File: src/rtl/mem_arbiter_pkg.sv
// mem_arb_pkg: types shared by the memory arbiter and its testbench.
//   arb_state_t : arbiter FSM state
//   grant_t     : which requester currently owns the RAM port
//   owner_of()  : maps a state to the owning requester
package mem_arb_pkg;

    typedef enum logic [1:0] {
        IDLE = 2'd0,
        IGNT = 2'd1,
        DGNT = 2'd2
    } arb_state_t;

    typedef enum logic [1:0] {
        GNT_NONE = 2'd0,
        GNT_I    = 2'd1,
        GNT_D    = 2'd2
    } grant_t;

    function automatic grant_t owner_of(input arb_state_t s);
        case (s)
            IGNT:    return GNT_I;
            DGNT:    return GNT_D;
            default: return GNT_NONE;
        endcase
    endfunction

endpackage

File: src/rtl/mem_arbiter_if.sv
// Bus interfaces around the memory arbiter.
//   cache_if : icache/dcache request side
//              master = caches, slave = arbiter
//   ram_if   : single RAM port
//              master = arbiter, slave = RAM model
interface cache_if #(
    parameter int ADDR_W = 32,
    parameter int DATA_W = 32
);
    logic              iREN;
    logic [ADDR_W-1:0] iaddr;
    logic [DATA_W-1:0] iload;
    logic              iwait;
    logic              dREN;
    logic              dWEN;
    logic [ADDR_W-1:0] daddr;
    logic [DATA_W-1:0] dstore;
    logic [DATA_W-1:0] dload;
    logic              dwait;

    modport master (output iREN, iaddr, dREN, dWEN, daddr, dstore,
                    input  iload, iwait, dload, dwait);
    modport slave  (input  iREN, iaddr, dREN, dWEN, daddr, dstore,
                    output iload, iwait, dload, dwait);
endinterface

interface ram_if #(
    parameter int ADDR_W = 32,
    parameter int DATA_W = 32
);
    logic              ramREN;
    logic              ramWEN;
    logic [ADDR_W-1:0] ramaddr;
    logic [DATA_W-1:0] ramstore;
    logic [DATA_W-1:0] ramload;
    logic              ramack;

    modport master (output ramREN, ramWEN, ramaddr, ramstore,
                    input  ramload, ramack);
    modport slave  (input  ramREN, ramWEN, ramaddr, ramstore,
                    output ramload, ramack);
endinterface

File: src/rtl/mem_arbiter.sv
// mem_arbiter: shares one RAM port between instruction fetch and data
// access. Data wins, but after MAX_DSTREAK consecutive data grants with a
// fetch waiting the fetch is served. A grant is held until ramack, request
// withdrawal, or watchdog expiry (sticky err).
// Ports:
//   CLK, RST : clock (rising edge), async active-high reset
//   cpu      : cache_if.slave, fetch/data requests, load data, wait flags
//   ram      : ram_if.master, RAM strobes, address, write data, ack
//   err      : sticky watchdog timeout flag
// MAX_DSTREAK must be 1..15, TIMEOUT must be 2..255.
//
//   state | meaning
//   IDLE  | no owner, arbitrate; no RAM strobes
//   IGNT  | fetch owns the RAM port
//   DGNT  | data access owns the RAM port
module mem_arbiter
    import mem_arb_pkg::*;
#(
    parameter int ADDR_W      = 32,
    parameter int DATA_W      = 32,
    parameter int MAX_DSTREAK = 4,
    parameter int TIMEOUT     = 64
) (
    input  logic     CLK,
    input  logic     RST,
    cache_if.slave   cpu,
    ram_if.master    ram,
    output logic     err
);

    localparam logic [3:0] STREAK_MAX = 4'(MAX_DSTREAK);
    localparam logic [7:0] TMO_LAST   = 8'(TIMEOUT - 1);

    arb_state_t        state, state_nxt;
    grant_t            owner;
    logic [3:0]        streak, streak_nxt;
    logic [7:0]        tmo, tmo_nxt;
    logic              err_nxt;
    logic [ADDR_W-1:0] cap_addr, cap_addr_nxt;
    logic [DATA_W-1:0] cap_store, cap_store_nxt;
    logic              cap_wen, cap_wen_nxt;

    logic dreq, i_active, d_active, i_done, d_done;

    always_ff @(posedge CLK or posedge RST) begin
        if (RST) begin
            state     <= IDLE;
            streak    <= 4'd0;
            tmo       <= 8'd0;
            err       <= 1'b0;
            cap_addr  <= '0;
            cap_store <= '0;
            cap_wen   <= 1'b0;
        end else begin
            state     <= state_nxt;
            streak    <= streak_nxt;
            tmo       <= tmo_nxt;
            err       <= err_nxt;
            cap_addr  <= cap_addr_nxt;
            cap_store <= cap_store_nxt;
            cap_wen   <= cap_wen_nxt;
        end
    end

    // An owner that drops its request loses the port in the same cycle,
    // so strobes and completion are both gated by the live request.
    always_comb begin
        dreq     = cpu.dREN | cpu.dWEN;
        owner    = owner_of(state);
        i_active = (owner == GNT_I) && cpu.iREN;
        d_active = (owner == GNT_D) && dreq;
        i_done   = i_active && ram.ramack;
        d_done   = d_active && ram.ramack;

        ram.ramREN   = i_active | (d_active & ~cap_wen);
        ram.ramWEN   = d_active & cap_wen;
        ram.ramaddr  = (owner != GNT_NONE) ? cap_addr : '0;
        ram.ramstore = (owner == GNT_D) ? cap_store : '0;

        cpu.iload = i_done ? ram.ramload : '0;
        cpu.dload = d_done ? ram.ramload : '0;
        cpu.iwait = cpu.iREN & ~i_done;
        cpu.dwait = dreq & ~d_done;
    end

    always_comb begin
        state_nxt     = state;
        streak_nxt    = streak;
        tmo_nxt       = tmo;
        err_nxt       = err;
        cap_addr_nxt  = cap_addr;
        cap_store_nxt = cap_store;
        cap_wen_nxt   = cap_wen;

        case (state)
            IDLE: begin
                tmo_nxt = 8'd0;
                if (dreq && !(cpu.iREN && streak == STREAK_MAX)) begin
                    state_nxt     = DGNT;
                    cap_addr_nxt  = cpu.daddr;
                    cap_store_nxt = cpu.dstore;
                    // dREN together with dWEN is a write
                    cap_wen_nxt   = cpu.dWEN;
                    if (cpu.iREN && streak != STREAK_MAX)
                        streak_nxt = streak + 4'd1;
                end else if (cpu.iREN) begin
                    state_nxt    = IGNT;
                    cap_addr_nxt = cpu.iaddr;
                    cap_wen_nxt  = 1'b0;
                    streak_nxt   = 4'd0;
                end else begin
                    streak_nxt = 4'd0;
                end
            end
            IGNT, DGNT: begin
                if ((state == IGNT) ? (!i_active || i_done)
                                    : (!d_active || d_done)) begin
                    state_nxt = IDLE;
                    tmo_nxt   = 8'd0;
                end else if (tmo == TMO_LAST) begin
                    state_nxt = IDLE;
                    tmo_nxt   = 8'd0;
                    err_nxt   = 1'b1;
                end else begin
                    tmo_nxt = tmo + 8'd1;
                end
            end
            default: state_nxt = IDLE;
        endcase
    end

endmodule

File: src/flat_wrapper.sv
// flat-port wrapper written by rule: the top's interface ports become plain ports
module mem_arbiter_flat import mem_arb_pkg::*;
#(
    parameter int ADDR_W      = 32,
    parameter int DATA_W      = 32,
    parameter int MAX_DSTREAK = 4,
    parameter int TIMEOUT     = 64
)
  (CLK, RST, err, cpu_iREN, cpu_iaddr, cpu_dREN, cpu_dWEN, cpu_daddr, cpu_dstore, cpu_iload, cpu_iwait, cpu_dload, cpu_dwait, ram_ramREN, ram_ramWEN, ram_ramaddr, ram_ramstore, ram_ramload, ram_ramack);
  cache_if #(.ADDR_W(ADDR_W), .DATA_W(DATA_W)) cpu_i ();
  ram_if #(.ADDR_W(ADDR_W), .DATA_W(DATA_W)) ram_i ();
  input  logic CLK;
  input  logic RST;
  output logic err;
  input wire logic [$bits(cpu_i.iREN)-1:0] cpu_iREN;
  input wire logic [$bits(cpu_i.iaddr)-1:0] cpu_iaddr;
  input wire logic [$bits(cpu_i.dREN)-1:0] cpu_dREN;
  input wire logic [$bits(cpu_i.dWEN)-1:0] cpu_dWEN;
  input wire logic [$bits(cpu_i.daddr)-1:0] cpu_daddr;
  input wire logic [$bits(cpu_i.dstore)-1:0] cpu_dstore;
  output wire logic [$bits(cpu_i.iload)-1:0] cpu_iload;
  output wire logic [$bits(cpu_i.iwait)-1:0] cpu_iwait;
  output wire logic [$bits(cpu_i.dload)-1:0] cpu_dload;
  output wire logic [$bits(cpu_i.dwait)-1:0] cpu_dwait;
  output wire logic [$bits(ram_i.ramREN)-1:0] ram_ramREN;
  output wire logic [$bits(ram_i.ramWEN)-1:0] ram_ramWEN;
  output wire logic [$bits(ram_i.ramaddr)-1:0] ram_ramaddr;
  output wire logic [$bits(ram_i.ramstore)-1:0] ram_ramstore;
  input wire logic [$bits(ram_i.ramload)-1:0] ram_ramload;
  input wire logic [$bits(ram_i.ramack)-1:0] ram_ramack;
  assign cpu_i.iREN = cpu_iREN;
  assign cpu_i.iaddr = cpu_iaddr;
  assign cpu_i.dREN = cpu_dREN;
  assign cpu_i.dWEN = cpu_dWEN;
  assign cpu_i.daddr = cpu_daddr;
  assign cpu_i.dstore = cpu_dstore;
  assign cpu_iload = cpu_i.iload;
  assign cpu_iwait = cpu_i.iwait;
  assign cpu_dload = cpu_i.dload;
  assign cpu_dwait = cpu_i.dwait;
  assign ram_ramREN = ram_i.ramREN;
  assign ram_ramWEN = ram_i.ramWEN;
  assign ram_ramaddr = ram_i.ramaddr;
  assign ram_ramstore = ram_i.ramstore;
  assign ram_i.ramload = ram_ramload;
  assign ram_i.ramack = ram_ramack;
  mem_arbiter #(.ADDR_W(ADDR_W), .DATA_W(DATA_W), .MAX_DSTREAK(MAX_DSTREAK), .TIMEOUT(TIMEOUT)) u_core (.CLK(CLK), .RST(RST), .cpu(cpu_i), .ram(ram_i), .err(err));
endmodule
File: config.mk
export PLATFORM = sky130hd
export DESIGN_NAME = mem_arbiter_flat
export DESIGN_NICKNAME = d
export VERILOG_FILES = /design/src/rtl/mem_arbiter_pkg.sv /design/src/rtl/mem_arbiter_if.sv /design/src/rtl/mem_arbiter.sv /design/src/flat_wrapper.sv
export SDC_FILE = /design/constraint.sdc
export NUM_CORES = 1
export LEC_CHECK = 0
export CAP_MARGIN = 20
export CORE_MARGIN = 2
export CORE_UTILIZATION = 25
export DETAILED_ROUTE_END_ITERATION = 6
export SLEW_MARGIN = 10
export SYNTH_ARGS = -nofsm -noshare
export SYNTH_HDL_FRONTEND = slang
export SYNTH_SLANG_ARGS = --single-unit
File: constraint.sdc
create_clock -name CLK -period 6.2 [get_ports CLK]
set_input_delay 1.24 -clock CLK [delete_from_list [all_inputs] [get_ports CLK]]
set_output_delay 1.24 -clock CLK [all_outputs]
set_load 0.005 [all_outputs]
==> results by group <==
Run status
  • Outcome: finished, final reports clean

Detailed routing
  • Drt drc: 0
  • Final ANT Viol Nets: 0
  • Vias/cell: 4.34
  • Final wirelength: 13.7 mm
  • Drt pass-1 iters: 5
  • Initial DRC Count: 97
  • Routed WL per cell: 14.5 um
  • Vias: 4093

Worst setup path
  • Crit Path Class: input pin to primary output
  • Top cell by count, worst path: clkdlybuf4s50_1
  • FF-to-FF Start: u_core.state[0]$_DFFE_PP0P_
  • Max stage delay on crit path: 610 ps
  • Worst Path Arrival: 3170 ps
  • CP Max Fanout: 33
  • Cell Chain, Critical Path: clkdlybuf4s50_1, o21ai_1, nor2_1, buf_4, and2_1, clkdlybuf4s50_1
  • Crit path capture type: primary output
  • Flop-to-flop setup slack: 3410 ps
  • Worst Path Required: 4960 ps
  • Reg2reg path depth: 6
  • CP max-delay cell: clkdlybuf4s50_1
  • RR Endpoint: u_core.state[1]$_DFFE_PP0P_
  • Critical Path Start Type: input pin

Power
  • Total chip power: 2.77 mW
  • Static Leak: 3.11 nW
  • Net switching power: 0.931 mW
  • Power density cells: 362 nW/um^2
  • Seq pwr share: 0.313
  • Switching share of total power: 0.336
  • Clk pwr share: 0.181
  • Maximum vdd ir drop: 0.153 mV
  • Internal Power: 1.84 mW
  • Comb pwr share: 0.506

Synthesis
  • Yosys top cell area share: 0.446
  • Ys async rst share: 1.00
  • Yosys warnings: 0
  • Syn nets: 596
  • Largest area contributor in the netlist: dfrtp_1
  • Library cells used by synthesis: 42
  • Synthesized flop and latch total: 80
  • Main area contributors after synthesis: dfrtp_1 (45%), and2_1 (18%), mux2_1 (7.3%), mux2i_1 (7.1%), o21ai_1 (3.6%)
  • Gate Count Post-Synth: 454
  • Post-synth top cells: and2_1 (128), dfrtp_1 (80), nand2_1 (41)
  • Most frequent cell after synthesis: and2_1
  • Post-synth EDFFs: 0
  • Seq/Total Area, Yosys: 0.446
  • Synth Cell Area: 4490 um^2
  • Most used flip-flop cell after synthesis: dfrtp_1
  • Synthesized area per cell: 9.90 um^2

CTS
  • CTS resizes: 0
  • CTS H-Tree Depth: 3
  • Clk Latency, worst-skew pair: 340 ps
  • CTS tree: built
  • Hold Buf Count CTS: 0
  • Clock slew at reported path FFs: 60 ps
  • Clock Sinks: 80
  • Root Driver: clkbuf_16
  • Setup bufs post-CTS: 0
  • CTS buffer count: 9
  • CTS Buffer Depth: 2

GRT
  • Total Routing Usage GR: 0.143
  • Via count of the first global-routing pass: 4062
  • First-pass GRT wire length: 21.8 mm
  • Gr ovfl total: 0
  • Largest net degree at the start of global routing: 81
  • Initial antenna violation count: 0

Timing
  • RSZ-0062 raised after global routing: no
  • Final setup margin: 1790 ps
  • Max_slew headroom: 0.353
  • Final slew viol count: 0
  • Hold WS: 473 ps
  • Fmax: 227 MHz
  • Slew @ Worst Pin: 971 ps
  • Clock Skews: 5.75 ps
  • Post-layout minimum cycle time: 4410 ps
  • Setup Viol. Count Final: 0
  • Final setup TNS: 0 ps
  • Final worst path period share: 0.711
  • Final Hold Vio Count: 0

Floorplanning
  • Placeable Area: 17800 um^2
  • IO Pins: 267
  • Rows: 49
  • Die area: 19100 um^2
  • Die Span Y: 138 um
  • Die width: 138 um
  • Effective utilization at floorplan: 0.253

Finish
  • Ratio of cells with drive above 1 in the final layout: 0.0491
  • Reg area: 2000 um^2
  • Filler cells: 1707
  • Area delta synth->final: 70.8%
  • Multi-input gate area: 2340 um^2
  • Final net count: 850
  • Final core occ: 0.432

Placed design
  • PortBufs: 266
  • Dpl ws: 1800 ps
  • Routability cong.: 0.849
  • HPWL Detailed: 10.6 mm

Worst hold path
  • Hold Crit Start: u_core.err$_DFFE_PP0P_
  • Hold crit path type: flip-flop to flip-flop
  • Worst hold stages: 1
  • Hold EP: u_core.err$_DFFE_PP0P_

Run
  • Max Cap Viol: 0
## registers in the layout (all words and copies together), names as in the netlist
name / count
u_core.cap_store: 32
u_core.state: 2
u_core.cap_wen: 1
u_core.tmo: 8
u_core.cap_addr: 32
u_core.streak: 4
u_core.err: 1
## critical path, delay by kind of cell
family / cells / cell delay (ps)
compound gates: 1 / 200
buf+inv: 3 / 1390
simple gates: 2 / 340
## metrics by stage
stage	std cells	instance area, um^2
finish	943	7670
global route	942	7670
CTS	941	7640
detailed placement	925	7360
global placement	925	7360
floorplan	454	4490
## kinds of logic after synthesis
| family | Yosys count | synth area share |
|---|---|---|
| buffers and inverters | 37 | 0.0359 |
| adders and majority gates | 8 | 0.0223 |
| and+or+nand+nor | 203 | 0.254 |
| xor gates and xnor gates | 4 | 0.00780 |
| DFF | 80 | 0.446 |
| AOI/OAI and AO/OA | 57 | 0.0802 |
| muxes | 65 | 0.154 |
## power by group through the flow
stage / clock network (mW) / registers (mW) / logic (mW)
after detailed placement: 0 / 0.877 / 1.42
after floorplan: 0 / 0.838 / 0.719
final: 0.502 / 0.867 / 1.40
after CTS: 0.524 / 0.869 / 1.43
after global routing: 0.547 / 0.897 / 1.55
after global placement: 0 / 0.860 / 1.41
## metal layers
layer / wire (um) / GRT usage / vias to the layer above
li1: - / - / 2015
met1: 5540 / 0.164 / 1884
met2: 6910 / 0.255 / 182
met3: 1050 / 0.0475 / 12
met4: 176 / 0.0397 / 0
met5: 0 / 0 / -
## worst max path at each step
| stage | from | end | slack (ps) |
|---|---|---|---|
| global route | u_core.state[0]$_DFFE_PP0P_ | cpu_dload[17] | 1500 |
| global placement | cpu_dWEN | cpu_dload[17] | 1850 |
| detailed placement | cpu_dWEN | cpu_dload[2] | 1800 |
| finish | cpu_dWEN | cpu_dload[2] | 1790 |
| floorplan | RST | u_core.cap_addr[0]$_DFFE_PP0P_ | 2910 |
| CTS | cpu_dWEN | cpu_dload[2] | 1800 |
## area by class of cell
class,count,area share
repair buffers,272,0.356
multi-input cells,337,0.305
flip-flops and latches,80,0.261
well taps,229,0.0373
clock buffers,9,0.0294
clock inverters,7,0.00701
inverters,8,0.00408
diodes,1,0.000326
## placed cells by master (no fill, tap or decap), types with 2 or more instances in the layout
cell / Yosys / routed
a21oi_1: 3 / 3
a22o_1: 3 / 3
a32o_1: 2 / 2
and2_1: 128 / 128
buf_4: 1 / 5
clkbuf_16: 0 / 9
clkdlybuf4s50_1: 0 / 266
clkinv_2: 0 / 3
clkinvlp_4: 0 / 2
dfrtp_1: 80 / 80
ha_1: 8 / 8
inv_1: 8 / 7
inv_6: 0 / 2
mux2_1: 29 / 29
mux2_2: 4 / 4
mux2i_1: 32 / 32
nand2_1: 41 / 41
nand3_1: 5 / 5
nor2_1: 12 / 12
nor2b_1: 3 / 3
nor3_1: 3 / 3
o211ai_1: 2 / 2
o21ai_0: 5 / 5
o21ai_1: 32 / 31
o21bai_1: 3 / 3
xnor2_1: 2 / 2
xor2_1: 2 / 2
Note: power is estimated with default switching activity, not from simulation.
